==> src/rtl/burst_arb_mux_pkg.sv <==
// g_arb_pkg: shared arbiter state encoding and channel-index width helper.
package g_arb_pkg;
  typedef enum logic {IDLE, LOCKED} arb_state_e;
  function automatic int chan_w(input int n);
    return (n > 1) ? $clog2(n) : 1;
  endfunction
endpackage

==> src/rtl/burst_arb_mux_fifo2_buf.sv <==
// fifo2_buf: 2-entry beat buffer with push/pop, occupancy count and head view.
module fifo2_buf #(
  parameter int W = 33
) (
  input  logic         clk,
  input  logic         rst_n,
  input  logic         push_i,
  input  logic         pop_i,
  input  logic [W-1:0] din_i,
  output logic [1:0]   count_o,
  output logic [W-1:0] head_o
);
  logic [W-1:0] mem_q [2];
  logic         wp_q, rp_q;
  logic [1:0]   cnt_q;
  always_ff @(posedge clk or negedge rst_n)
    if (!rst_n) begin
      wp_q  <= 1'b0;
      rp_q  <= 1'b0;
      cnt_q <= 2'd0;
    end else begin
      wp_q  <= wp_q ^ push_i;
      rp_q  <= rp_q ^ pop_i;
      cnt_q <= cnt_q + 2'(push_i) - 2'(pop_i);
    end
  always_ff @(posedge clk)
    if (push_i) mem_q[wp_q] <= din_i;
  assign count_o = cnt_q;
  assign head_o  = mem_q[rp_q];
endmodule

==> src/rtl/burst_arb_mux.sv <==
// burst_arb_mux: fixed-priority burst-locking concentrator with registered output stage.
// Define BURST_ARB_STARVE_GUARD_EN to add per-channel starvation counters that override priority in IDLE.
module burst_arb_mux import g_arb_pkg::*; #(
  parameter int Channels    = 4,
  parameter int DataWidth   = 32,
  parameter int StarveLimit = 15
) (
  input  logic                            clk,
  input  logic                            rst_n,
  input  logic [Channels-1:0]             in_valid,
  input  logic [Channels*DataWidth-1:0]   in_data,
  input  logic [Channels-1:0]             in_last,
  output logic [Channels-1:0]             in_ready,
  output logic                            out_valid,
  input  logic                            out_ready,
  output logic [DataWidth-1:0]            out_data,
  output logic                            out_last,
  output logic [$clog2(Channels)-1:0]     out_chan,
  output logic                            busy
);
  localparam int CW = chan_w(Channels);
  typedef struct packed {
    logic [DataWidth-1:0] data;
    logic                 last;
  } beat_t;
  beat_t              head [Channels];
  logic [1:0]         cnt  [Channels];
  logic [Channels-1:0] nonempty, pop;
  arb_state_e         state_q, state_d;
  logic [CW-1:0]      lock_q, lock_d, chan_q, chan_d, pick, grant;
  logic               valid_q, valid_d, advance, pop_en;
  beat_t              beat_q, beat_d;
`ifdef BURST_ARB_STARVE_GUARD_EN
  localparam int WW = $clog2(StarveLimit + 1);
  logic [WW-1:0]       wait_q [Channels];
  logic [Channels-1:0] starving;
`else
  logic unused_starve;
  assign unused_starve = 1'(StarveLimit);
`endif
  genvar i;
  generate
    for (i = 0; i < Channels; i++) begin : g_ch
      fifo2_buf #(.W($bits(beat_t))) u_buf (
        .clk     (clk),
        .rst_n   (rst_n),
        .push_i  (in_valid[i] & in_ready[i]),
        .pop_i   (pop[i]),
        .din_i   ({in_data[i*DataWidth +: DataWidth], in_last[i]}),
        .count_o (cnt[i]),
        .head_o  (head[i])
      );
      assign in_ready[i] = cnt[i] != 2'd2;
      assign nonempty[i] = cnt[i] != 2'd0;
`ifdef BURST_ARB_STARVE_GUARD_EN
      always_ff @(posedge clk or negedge rst_n)
        if (!rst_n) wait_q[i] <= '0;
        else wait_q[i] <= pop[i] ? '0 :
                          (nonempty[i] && wait_q[i] != WW'(StarveLimit)) ? wait_q[i] + 1'b1 : wait_q[i];
      assign starving[i] = nonempty[i] && wait_q[i] == WW'(StarveLimit);
`endif
    end
  endgenerate
  // Scanning downward leaves the lowest qualifying index; starving channels scan last so they win.
  always_comb begin
    pick = '0;
    for (int c = Channels - 1; c >= 0; c--)
      if (nonempty[c]) pick = CW'(c);
`ifdef BURST_ARB_STARVE_GUARD_EN
    for (int c = Channels - 1; c >= 0; c--)
      if (starving[c]) pick = CW'(c);
`endif
  end
  assign advance = ~valid_q | out_ready;
  assign grant   = (state_q == LOCKED) ? lock_q : pick;
  assign pop_en  = advance & nonempty[grant];
  assign pop     = pop_en ? (Channels'(1) << grant) : '0;
  always_comb begin
    valid_d = advance ? pop_en : valid_q;
    beat_d  = pop_en ? head[grant] : beat_q;
    chan_d  = pop_en ? grant : chan_q;
    lock_d  = pop_en ? grant : lock_q;
    state_d = pop_en ? (head[grant].last ? IDLE : LOCKED) : state_q;
  end
  always_ff @(posedge clk or negedge rst_n)
    if (!rst_n) begin
      state_q <= IDLE;
      lock_q  <= '0;
      valid_q <= 1'b0;
      beat_q  <= '0;
      chan_q  <= '0;
    end else begin
      state_q <= state_d;
      lock_q  <= lock_d;
      valid_q <= valid_d;
      beat_q  <= beat_d;
      chan_q  <= chan_d;
    end
  assign out_valid = valid_q;
  assign out_data  = beat_q.data;
  assign out_last  = beat_q.last;
  assign out_chan  = chan_q;
  assign busy      = (state_q == LOCKED) | (|nonempty) | valid_q;
endmodule

==> config.mk <==
export PLATFORM = sky130hd
export DESIGN_NAME = burst_arb_mux
export DESIGN_NICKNAME = d
export VERILOG_FILES = /design/src/rtl/burst_arb_mux_pkg.sv /design/src/rtl/burst_arb_mux_fifo2_buf.sv /design/src/rtl/burst_arb_mux.sv
export SDC_FILE = /design/constraint.sdc
export NUM_CORES = 1
export LEC_CHECK = 0
export ABC_AREA = 0
export CAP_MARGIN = 0
export CORE_MARGIN = 8
export CORE_UTILIZATION = 39
export DETAILED_ROUTE_END_ITERATION = 16
export GPL_TIMING_DRIVEN = 0
export PLACE_DENSITY = 0.62
export SLEW_MARGIN = 20
export SYNTH_ARGS = -nofsm -noshare
export SYNTH_HDL_FRONTEND = slang
export SYNTH_SLANG_ARGS = --single-unit
==> constraint.sdc <==
create_clock -name clk -period 4.8 [get_ports clk]
set_input_delay 0.72 -clock clk [delete_from_list [all_inputs] [get_ports clk]]
set_output_delay 0.72 -clock clk [all_outputs]
set_load 0.1 [all_outputs]
==> flow_metrics.py, run 1 <==
metrics = {
    "clock_tree": {
        "cts_tree": "yes",
        "htreeDepth": 2,
        "path_clk_slew_ns": 0.06,
        "root_buffer": "clkbuf_16",
        "ctsHoldBuffers": 0,
        "cts_buffer_depth": 3,
        "cts_buffers": 36,
        "cts-resized-gates": 0,
        "clk_latency_ns": 0.51,
        "clock_sinks": 317,
        "postCtsSetupRepairBufs": 0,
    },
    "critical_path": {
        "critPathRequiredTime_ns": 4.08,
        "cp-start-kind": "register",
        "worst-setup-path-type": "register to output port",
        "endpoint_kind": "output port",
        "crit_arrival_ns": 3.04,
        "timing.rr.start": "g_ch[3].u_buf.count_o[1]$_DFF_PN0_",
        "reg2reg_slack_ns": 1.85,
        "crit_fanout": 5,
        "worstReg2RegEnd": "g_ch[0].u_buf.count_o[1]$_DFF_PN0_",
        "reg2regPathDepth": 8,
    },
    "cells_and_area": {
        "fillCellCount": 2722,
        "seqCellArea_um2": 9250,
        "fin_util_pct": 51.2,
        "multi_input_area_um2": 3350,
        "syn2layout_area_growth_pct": 29.4,
        "nets": 1132,
        "layout-drive-gt1-share_pct": 18.8,
    },
    "power_and_ir_drop": {
        "p_comb_share_pct": 41.7,
        "pwr-share-clk_pct": 23.3,
        "sw_frac_of_total_pct": 37.5,
        "max-vdd-ir-drop_mv": 0.311,
        "power.density_nw_per_um2": 706,
        "intPower_mw": 7.33,
        "p_switching_mw": 4.40,
        "p_seq_share_pct": 35.0,
        "finalPower_mw": 11.7,
        "leakage_nw": 6.07,
    },
    "sta": {
        "rsz0062_at_grt": "false",
        "finalSetupViolCount": 0,
        "relSlewSlack_pct": 31.1,
        "report.final.slew_viol_count": 0,
        "min_period_ns": 3.76,
        "worst_pin_slew_ns": 1.03,
        "setup_slack_ns": 1.04,
        "report.final.hold_viol_count": 0,
        "min_period_over_period_pct": 78.4,
        "fin_worst_skew_ns": 0.0197,
        "fin_tns_setup_ns": 0,
        "clock.fmax_mhz": 266,
    },
    "synthesis": {
        "synth_edf_count": 264,
        "syn_nets": 906,
        "synth_cells": 751,
        "synth-warning-count": 0,
        "synth_area_leaders": "edfxtp_1 (62%), dfrtp_1 (10%), mux2_2 (6.3%), mux2i_1 (5.2%), mux2_4 (3.4%)",
        "ys_async_sr_fraction_pct": 16.7,
        "synth_top_area_share_pct": 61.8,
        "ys_seq_area_share_pct": 72.1,
        "yosysMostFrequentCell": "edfxtp_1",
        "ys_types": 40,
        "ys_top_cells_by_count": "edfxtp_1 (264), mux2_2 (72), mux2i_1 (67)",
        "synth.avg_cell_area_um2": 17.1,
        "synth_flop_cell": "edfxtp_1",
        "synth_top_area_cell": "edfxtp_1",
        "syn_area_um2": 12800,
        "synth_seq_cells": 317,
    },
    "die": {
        "chipHeight_um": 197,
        "start_util_pct": 39.5,
        "die_x_um": 197,
        "rows": 66,
        "ioPinCount": 180,
        "die-area_um2": 39000,
        "core_area_um2": 32500,
    },
    "placed_design": {
        "dp_hpwl_um": 22400,
        "io_buffers": 179,
        "pre_cts_ws_ns": 1.60,
        "gp_congestion": 0.736,
    },
    "detailed_routing": {
        "drt_iter0_markers": 332,
        "firstDrtPassIters": 5,
        "drt_wl_total_um": 30900,
        "drc": 0,
        "vias": 7066,
        "ant_nets": 0,
        "post_drt_wl_per_cell_um": 21.3,
        "viasPerCell": 4.88,
    },
    "flow_run": {
        "maxCapViolCount": 0,
    },
    "status": {
        "status": "finished clean",
    },
    "global_route": {
        "grt_max_degree": 36,
        "grt_first_pass_wirelength_um": 46200,
        "grt_usage_pct": 15.8,
        "antenna_found_initial": 3,
        "overflow": 0,
        "first_global_vias": 7701,
    },
    "hold_path": {
        "hold_path_class": "primary input to asynchronous set/reset pin",
    },
}
==> critical path, cell delays in order, from the launching register on <==
cell and delay [ns]:
dfrtp_1 0.43, nor4_1 0.52, nand3_1 0.28, or2_2 0.34, clkdlybuf4s50_1 0.97
==> flip-flops by register name, summed over array words and instances, names as in the netlist <==
name and count:
g_ch.u_buf.mem_q 264, out_data 32, g_ch.u_buf.count_o 8, g_ch.u_buf.rp_q 4, g_ch.u_buf.wp_q 4, out_chan 2
out_last 1, out_valid 1, state_q 1
==> cell usage in the layout (no fill, tap or decap), drive strengths merged, types with 2 or more instances in the layout <==
cell	netlist	layout
o211ai	35	35
edfxtp	264	264
mux2	101	101
clkbuf	29	78
xnor2	8	8
clkinv	0	12
nand3	4	4
nand2b	4	4
xor2	4	4
clkdlybuf4s50	0	178
a22oi	33	33
nor2	38	38
nand2	39	39
nor3b	3	3
buf	11	21
inv	17	17
mux2i	67	67
nor3	4	4
nor4	2	2
ha	16	16
o21ai	5	5
dfrtp	53	53
or2	3	3
bufinv	0	4
==> how the worst max path moves through the flow <==
stage	slack (ns)	depth (start not counted)	end	start
2_1_floorplan	2.02	10	g_ch[0].u_buf.count_o[1]$_DFF_PN0_	out_chan[1]$_DFFE_PN0N_
3_3_place_gp	0.85	1	out_data[3]$_DFFE_PN0N_	rst_n
3_5_place_dp	1.60	4	busy	g_ch[3].u_buf.count_o[1]$_DFF_PN0_
4_1_cts	1.04	4	busy	g_ch[3].u_buf.count_o[1]$_DFF_PN0_
5_1_grt	0.96	4	busy	g_ch[3].u_buf.count_o[1]$_DFF_PN0_
6_report	1.04	4	busy	g_ch[3].u_buf.count_o[1]$_DFF_PN0_
==> power by group through the flow <==
stage / registers [mW] / clock network [mW] / logic (mW)
2_1_floorplan: 5.21 / 0 / 2.45
3_3_place_gp: 4.18 / 0 / 4.78
3_5_place_dp: 4.16 / 0 / 4.98
4_1_cts: 4.11 / 2.79 / 5.00
5_1_grt: 4.18 / 2.90 / 5.25
6_report: 4.11 / 2.73 / 4.89
==> layout make-up <==
class,count,share of cell area (%)
Antenna cell,1,0.0151
Buffer,40,1.13
Clock buffer,49,6.03
Clock inverter,17,1.16
Inverter,17,0.384
Multi-Input combinational cell,377,20.2
Sequential cell,317,55.7
Tap cell,442,3.33
Timing Repair Buffer,188,12.1
==> stage by stage <==
stage | cells | area (µm²) | hold slack [ns]
after floorplan | 751 | 12800 | 0.424
after global placement | 1372 | 15200 | 0.501
after detailed placement | 1381 | 15400 | 0.497
after CTS | 1447 | 16600 | 0.0814
after global routing | 1448 | 16600 | 0.0943
final | 1448 | 16600 | 0.0951
==> cells by family (layout without fill, tap and decap cells) <==
kind of cell	Yosys count	count (layout)	share of synthesized area [%]
AOI/OAI and AO/OA	79	79	4.97
xor gates and xnor gates	12	12	0.819
other	0	1	0
adders and majority gates	16	16	1.56
muxes	168	168	14.9
DFF	317	317	72.1
and+or+nand+nor	102	102	3.65
buffers and inverters	57	311	1.96
==> layer usage <==
layer  vias to the layer above  GRT usage [%]  share of wire, %
li1                       3332              -                 -
met1                      3525           20.4                44
met2                       156           26.7                49
met3                        49           3.34               4.9
met4                         4           4.24               2.0
met5                         -              0             0.081
No activity file was read; power rests on OpenSTA's default activity.
==> run 2: changes to the inputs <==
clock period = 3.7 ns   (was 4.8 ns; I/O delays follow)
==> run 2 against run 1 <==
Against the previous run: global-route usage barely moved; sequential share of layout area barely moved; total power rose by 30%; final cell count barely moved; non-clock buffer count rose by 1; register-to-register slack got worse by 1.1 ns; clock skew barely moved; hold slack improved by 0.40 ns; largest cell class unchanged; clock-buffer cell count did not move; sequential cell count did not move; critical path depth did not move.
==> flow_metrics.py, run 2 (same netlist as run 1, synthesis figures left out) <==
metrics = {
    "status": {
        "status": "finished clean",
    },
    "cells_and_area": {
        "final_common_cell": "edfxtp_1",
        "syn2layout_area_growth_pct": 29.5,
        "final_cell_mix": "edfxtp_1 (264), clkdlybuf4s50_1 (178), mux2_2 (72)",
        "nets": 1133,
        "fin_util_pct": 51.2,
        "regMostFlops": "g_ch.u_buf.mem_q",
        "stdcell_count": 1449,
        "fin_area_um2": 16600,
        "largest_reg_flops": 264,
        "fillCellCount": 2721,
        "layout-drive-gt1-share_pct": 18.8,
    },
    "critical_path": {
        "worst-setup-path-type": "register to output port",
        "crit_fanout": 5,
        "crit_arrival_ns": 3.04,
        "endpoint_kind": "output port",
        "critPathRequiredTime_ns": 3.14,
        "cp-start-kind": "register",
    },
    "sta": {
        "rsz0062_at_grt": "false",
        "min_period_over_period_pct": 97.3,
        "setup_slack_ns": 0.101,
        "finalSetupViolCount": 0,
        "clock.fmax_mhz": 278,
        "fin_tns_setup_ns": 0,
        "report.final.hold_viol_count": 0,
        "min_period_ns": 3.60,
        "fin_worst_skew_ns": 0.0193,
        "worst_pin_slew_ns": 1.03,
        "relSlewSlack_pct": 31.0,
        "report.final.slew_viol_count": 0,
    },
    "power_and_ir_drop": {
        "power.density_nw_per_um2": 915,
        "leakage_nw": 6.07,
        "max-vdd-ir-drop_mv": 0.403,
    },
    "detailed_routing": {
        "ant_nets": 0,
        "vias": 7045,
        "post_drt_wl_per_cell_um": 21.3,
        "firstDrtPassIters": 4,
        "drt_wl_total_um": 30800,
        "viasPerCell": 4.86,
        "drc": 0,
        "drt_iter0_markers": 362,
    },
    "global_route": {
        "grt_usage_pct": 15.8,
        "first_global_vias": 7707,
        "overflow": 0,
        "antenna_found_initial": 3,
        "grt_first_pass_wirelength_um": 46300,
        "grt_max_degree": 36,
    },
    "die": {
        "start_util_pct": 39.5,
        "ioPinCount": 180,
        "core_area_um2": 32500,
        "die-area_um2": 39000,
        "rows": 66,
        "die_x_um": 197,
        "chipHeight_um": 197,
    },
    "placed_design": {
        "gp_congestion": 0.736,
        "placed_area_um2": 15400,
        "dp_hpwl_um": 22400,
        "dpl.cell_count": 1381,
        "io_buffers": 179,
        "pre_cts_ws_ns": 0.662,
    },
    "clock_tree": {
        "clock_sinks": 317,
        "clk_latency_ns": 0.51,
        "path_clk_slew_ns": 0.06,
        "cts-resized-gates": 0,
        "root_buffer": "clkbuf_16",
        "cts_buffer_depth": 3,
        "cts_buffers": 36,
        "htreeDepth": 2,
        "cts_tree": "yes",
    },
    "flow_run": {
        "maxCapViolCount": 0,
    },
    "hold_path": {
        "hold_path_class": "primary input to asynchronous set/reset pin",
    },
}
run 2: metrics by stage:
stage                     hold WS (ns)  total power [mW]
final                            0.498              15.2
after global routing             0.498              16.0
after CTS                        0.474              15.4
after detailed placement         0.464              11.9
after global placement           0.501              11.6
after floorplan                  0.259              9.93
run 2: worst paths after layout:
kind / depth (start not counted) / to / slack (ns) / from
max reg2reg: 8 / g_ch[0].u_buf.count_o[1]$_DFF_PN0_ / 0.75 / g_ch[3].u_buf.count_o[1]$_DFF_PN0_
min: 2 / out_data[24]$_DFFE_PN0N_ / 0.50 / rst_n
max in group asynchronous: 3 / out_data[27]$_DFFE_PN0N_ / 2.67 / rst_n
max: 4 / busy / 0.10 / g_ch[3].u_buf.count_o[1]$_DFF_PN0_
min in group clk: 1 / out_data[15]$_DFFE_PN0N_ / 0.51 / out_data[15]$_DFFE_PN0N_
min reg2reg: 1 / out_data[15]$_DFFE_PN0N_ / 0.51 / out_data[15]$_DFFE_PN0N_
run 2: final cells by class:
cell class,count,area (µm²),area share [%]
Timing Repair Buffer,189,2020,12.1
Antenna cell,1,2.50,0.0151
Clock buffer,49,1000,6.03
Tap cell,442,553,3.33
Clock inverter,17,193,1.16
Buffer,40,188,1.13
Inverter,17,63.8,0.384
Multi-Input combinational cell,377,3350,20.1
Sequential cell,317,9250,55.7
run 2: routing by layer:
| layer | share of wire (%) | global-route usage (%) |
|---|---|---|
| met2 | 49 | 26.7 |
| met1 | 44 | 20.4 |
| met5 | 0.081 | 0 |
| met3 | 5.1 | 3.34 |
| met4 | 2.0 | 4.24 |
run 2: where the power goes:
group	internal (mW)	switching (mW)	total, mW
Sequential	4.98	0.351	5.33
Clock	2.18	1.36	3.54
Combinational	2.34	4.00	6.34
Total	9.50	5.71	15.2
run 2: worst max-delay path, cell delays in order, from the launching register on:
cell and delay (ns):
dfrtp_1 0.43, nor4_1 0.52, nand3_1 0.28, or2_2 0.34, clkdlybuf4s50_1 0.97
run 2: timing repair:
| item | CTS | global route |
|---|---|---|
| hold buffers | 1 | 0 |
| endpoints found under the hold margin | 18 | 0 |
| setup buffers | 0 | 0 |
==> run 3: changes to the inputs <==
--- a/config.mk
+++ b/config.mk
@@ -13,5 +13,5 @@
 export GPL_TIMING_DRIVEN = 0
 export PLACE_DENSITY = 0.62
-export SLEW_MARGIN = 20
+export SLEW_MARGIN = 0
 export SYNTH_ARGS = -nofsm -noshare
 export SYNTH_HDL_FRONTEND = slang
==> constraint.sdc (replaced) <==
create_clock -name clk -period 3.7 [get_ports clk]
set_input_delay 0.74 -clock clk [delete_from_list [all_inputs] [get_ports clk]]
set_output_delay 0.74 -clock clk [all_outputs]
set_load 0.1 [all_outputs]
==> run 3 against run 2 <==
Against the previous run: worst setup slack improved by 0.15 ns; combinational power about the same; clock skew fell by 0.0019 ns; first-iteration DRC count shrank 9.1%; critical endpoint unchanged; utilization down 0.52 points; register-to-register slack is essentially flat; routed wire length down 0.66%.
==> flow_metrics.py, run 3 (same netlist as run 1, synthesis figures left out) <==
metrics = {
    "power_and_ir_drop": {
        "max-vdd-ir-drop_mv": 0.515,
        "finalPower_mw": 14.9,
        "leakage_nw": 5.99,
        "power.density_nw_per_um2": 904,
    },
    "critical_path": {
        "cp_top_family": "simple AND/OR/NAND/NOR gates",
        "crit_start": "g_ch[3].u_buf.count_o[1]$_DFF_PN0_",
        "reg2regPathDepth": 8,
        "worst-setup-path-type": "register to output port",
        "crit_arrival_ns": 2.71,
        "cp_slowest_cell": "dlygate4sd2_1",
        "crit_buf_inv": 1,
        "cp-start-kind": "register",
        "crit_chain": "nor4_1, nand3_1, or2_2, dlygate4sd2_1",
        "timing.rr.start": "g_ch[3].u_buf.count_o[1]$_DFF_PN0_",
        "critPathRequiredTime_ns": 2.96,
        "endpoint_kind": "output port",
        "max_stage_delay_ns": 0.60,
        "crit_fanout": 5,
        "path_depth": 4,
    },
    "status": {
        "status": "finished clean",
    },
    "global_route": {
        "grt_max_degree": 54,
        "first_global_vias": 7563,
        "overflow": 0,
        "grt_usage_pct": 15.7,
        "antenna_found_initial": 2,
        "grt_first_pass_wirelength_um": 45900,
    },
    "sta": {
        "fin_worst_skew_ns": 0.0174,
        "report.final.hold_viol_count": 0,
        "min_period_over_period_pct": 93.1,
        "clock.fmax_mhz": 290,
        "relSlewSlack_pct": 30.3,
        "worst_pin_slew_ns": 1.04,
        "finalSetupViolCount": 0,
        "setup_slack_ns": 0.254,
        "rsz0062_at_grt": "false",
        "min_period_ns": 3.45,
        "report.final.slew_viol_count": 0,
    },
    "detailed_routing": {
        "firstDrtPassIters": 4,
        "viasPerCell": 4.83,
        "post_drt_wl_per_cell_um": 21.2,
        "ant_nets": 0,
        "drt_wl_total_um": 30600,
        "drc": 0,
        "vias": 6969,
        "drt_iter0_markers": 329,
    },
    "cells_and_area": {
        "final_cell_mix": "edfxtp_1 (264), clkdlybuf4s50_1 (177), mux2_2 (72)",
        "layout-drive-gt1-share_pct": 18.7,
        "syn2layout_area_growth_pct": 28.2,
        "stdcell_count": 1443,
        "fin_util_pct": 50.7,
        "regMostFlops": "g_ch.u_buf.mem_q",
        "final_common_cell": "edfxtp_1",
        "nets": 1130,
        "largest_reg_flops": 264,
    },
    "clock_tree": {
        "clock_sinks": 317,
        "ctsHoldBuffers": 0,
        "path_clk_slew_ns": 0.05,
        "root_buffer": "clkbuf_16",
        "cts_tree": "yes",
        "cts_buffers": 35,
        "cts_buffer_depth": 3,
        "clk_latency_ns": 0.50,
        "htreeDepth": 2,
    },
    "die": {
        "ioPinCount": 180,
        "start_util_pct": 39.5,
        "core_area_um2": 32500,
        "chipHeight_um": 197,
        "rows": 66,
        "die-area_um2": 39000,
        "die_x_um": 197,
    },
    "placed_design": {
        "pre_cts_ws_ns": 0.425,
        "dp_hpwl_um": 22100,
        "io_buffers": 179,
        "dpl.cell_count": 1380,
        "gp_congestion": 0.736,
    },
    "hold_path": {
        "hold_path_class": "primary input to asynchronous set/reset pin",
    },
    "flow_run": {
        "maxCapViolCount": 0,
    },
}
run 3: where the power goes:
group,total (mW),switching (mW),internal (mW)
clock,3.23,1.33,1.90
combinational,6.32,3.98,2.34
sequential,5.33,0.351,4.98
total,14.9,5.66,9.21
run 3: area by class of cell:
| cell class | instances | area (µm²) |
|---|---|---|
| clock buffer | 49 | 968 |
| antenna | 1 | 2.50 |
| clock inverter | 13 | 96.3 |
| inverter | 17 | 63.8 |
| fill | 2784 | 16000 |
| buffer | 40 | 188 |
| sequential | 317 | 9250 |
| tap | 442 | 553 |
| timing repair buffer | 187 | 1980 |
| multi-input combinational | 377 | 3350 |
run 3: worst paths after layout:
check | to | slack, ns
hold / removal | out_data[24]$_DFFE_PN0N_ | 0.31
max in group asynchronous | out_data[27]$_DFFE_PN0N_ | 2.85
hold reg to reg | out_data[18]$_DFFE_PN0N_ | 0.51
min in group clk | out_data[18]$_DFFE_PN0N_ | 0.51
setup / recovery | busy | 0.25
setup reg to reg | g_ch[0].u_buf.count_o[1]$_DFF_PN0_ | 0.74
run 3: layer usage:
layer,global-route usage [%],vias to the layer above,part of all wire (%)
li1,-,3325,-
met1,20.3,3429,44
met2,26.4,171,49
met3,3.42,42,5.3
met4,4.07,2,1.7
met5,0,-,0.029
run 3: what timing repair did:
| item | CTS | global route |
|---|---|---|
| hold endpoints to repair | 0 | 0 |
| setup endpoints to repair | 1 | 0 |
| resized for setup | 1 | 0 |
| buffers inserted | 0 | 0 |
run 3: through the flow:
| stage | hold slack, ns | setup TNS (ns) | instance area [µm²] |
|---|---|---|---|
| after floorplan | 0.444 | 0 | 12800 |
| final | 0.313 | 0 | 16500 |
| after detailed placement | 0.497 | 0 | 15400 |
| after global routing | 0.351 | 0 | 16500 |
| after CTS | 0.348 | 0 | 16400 |
| after global placement | 0.501 | -13.69 | 15200 |
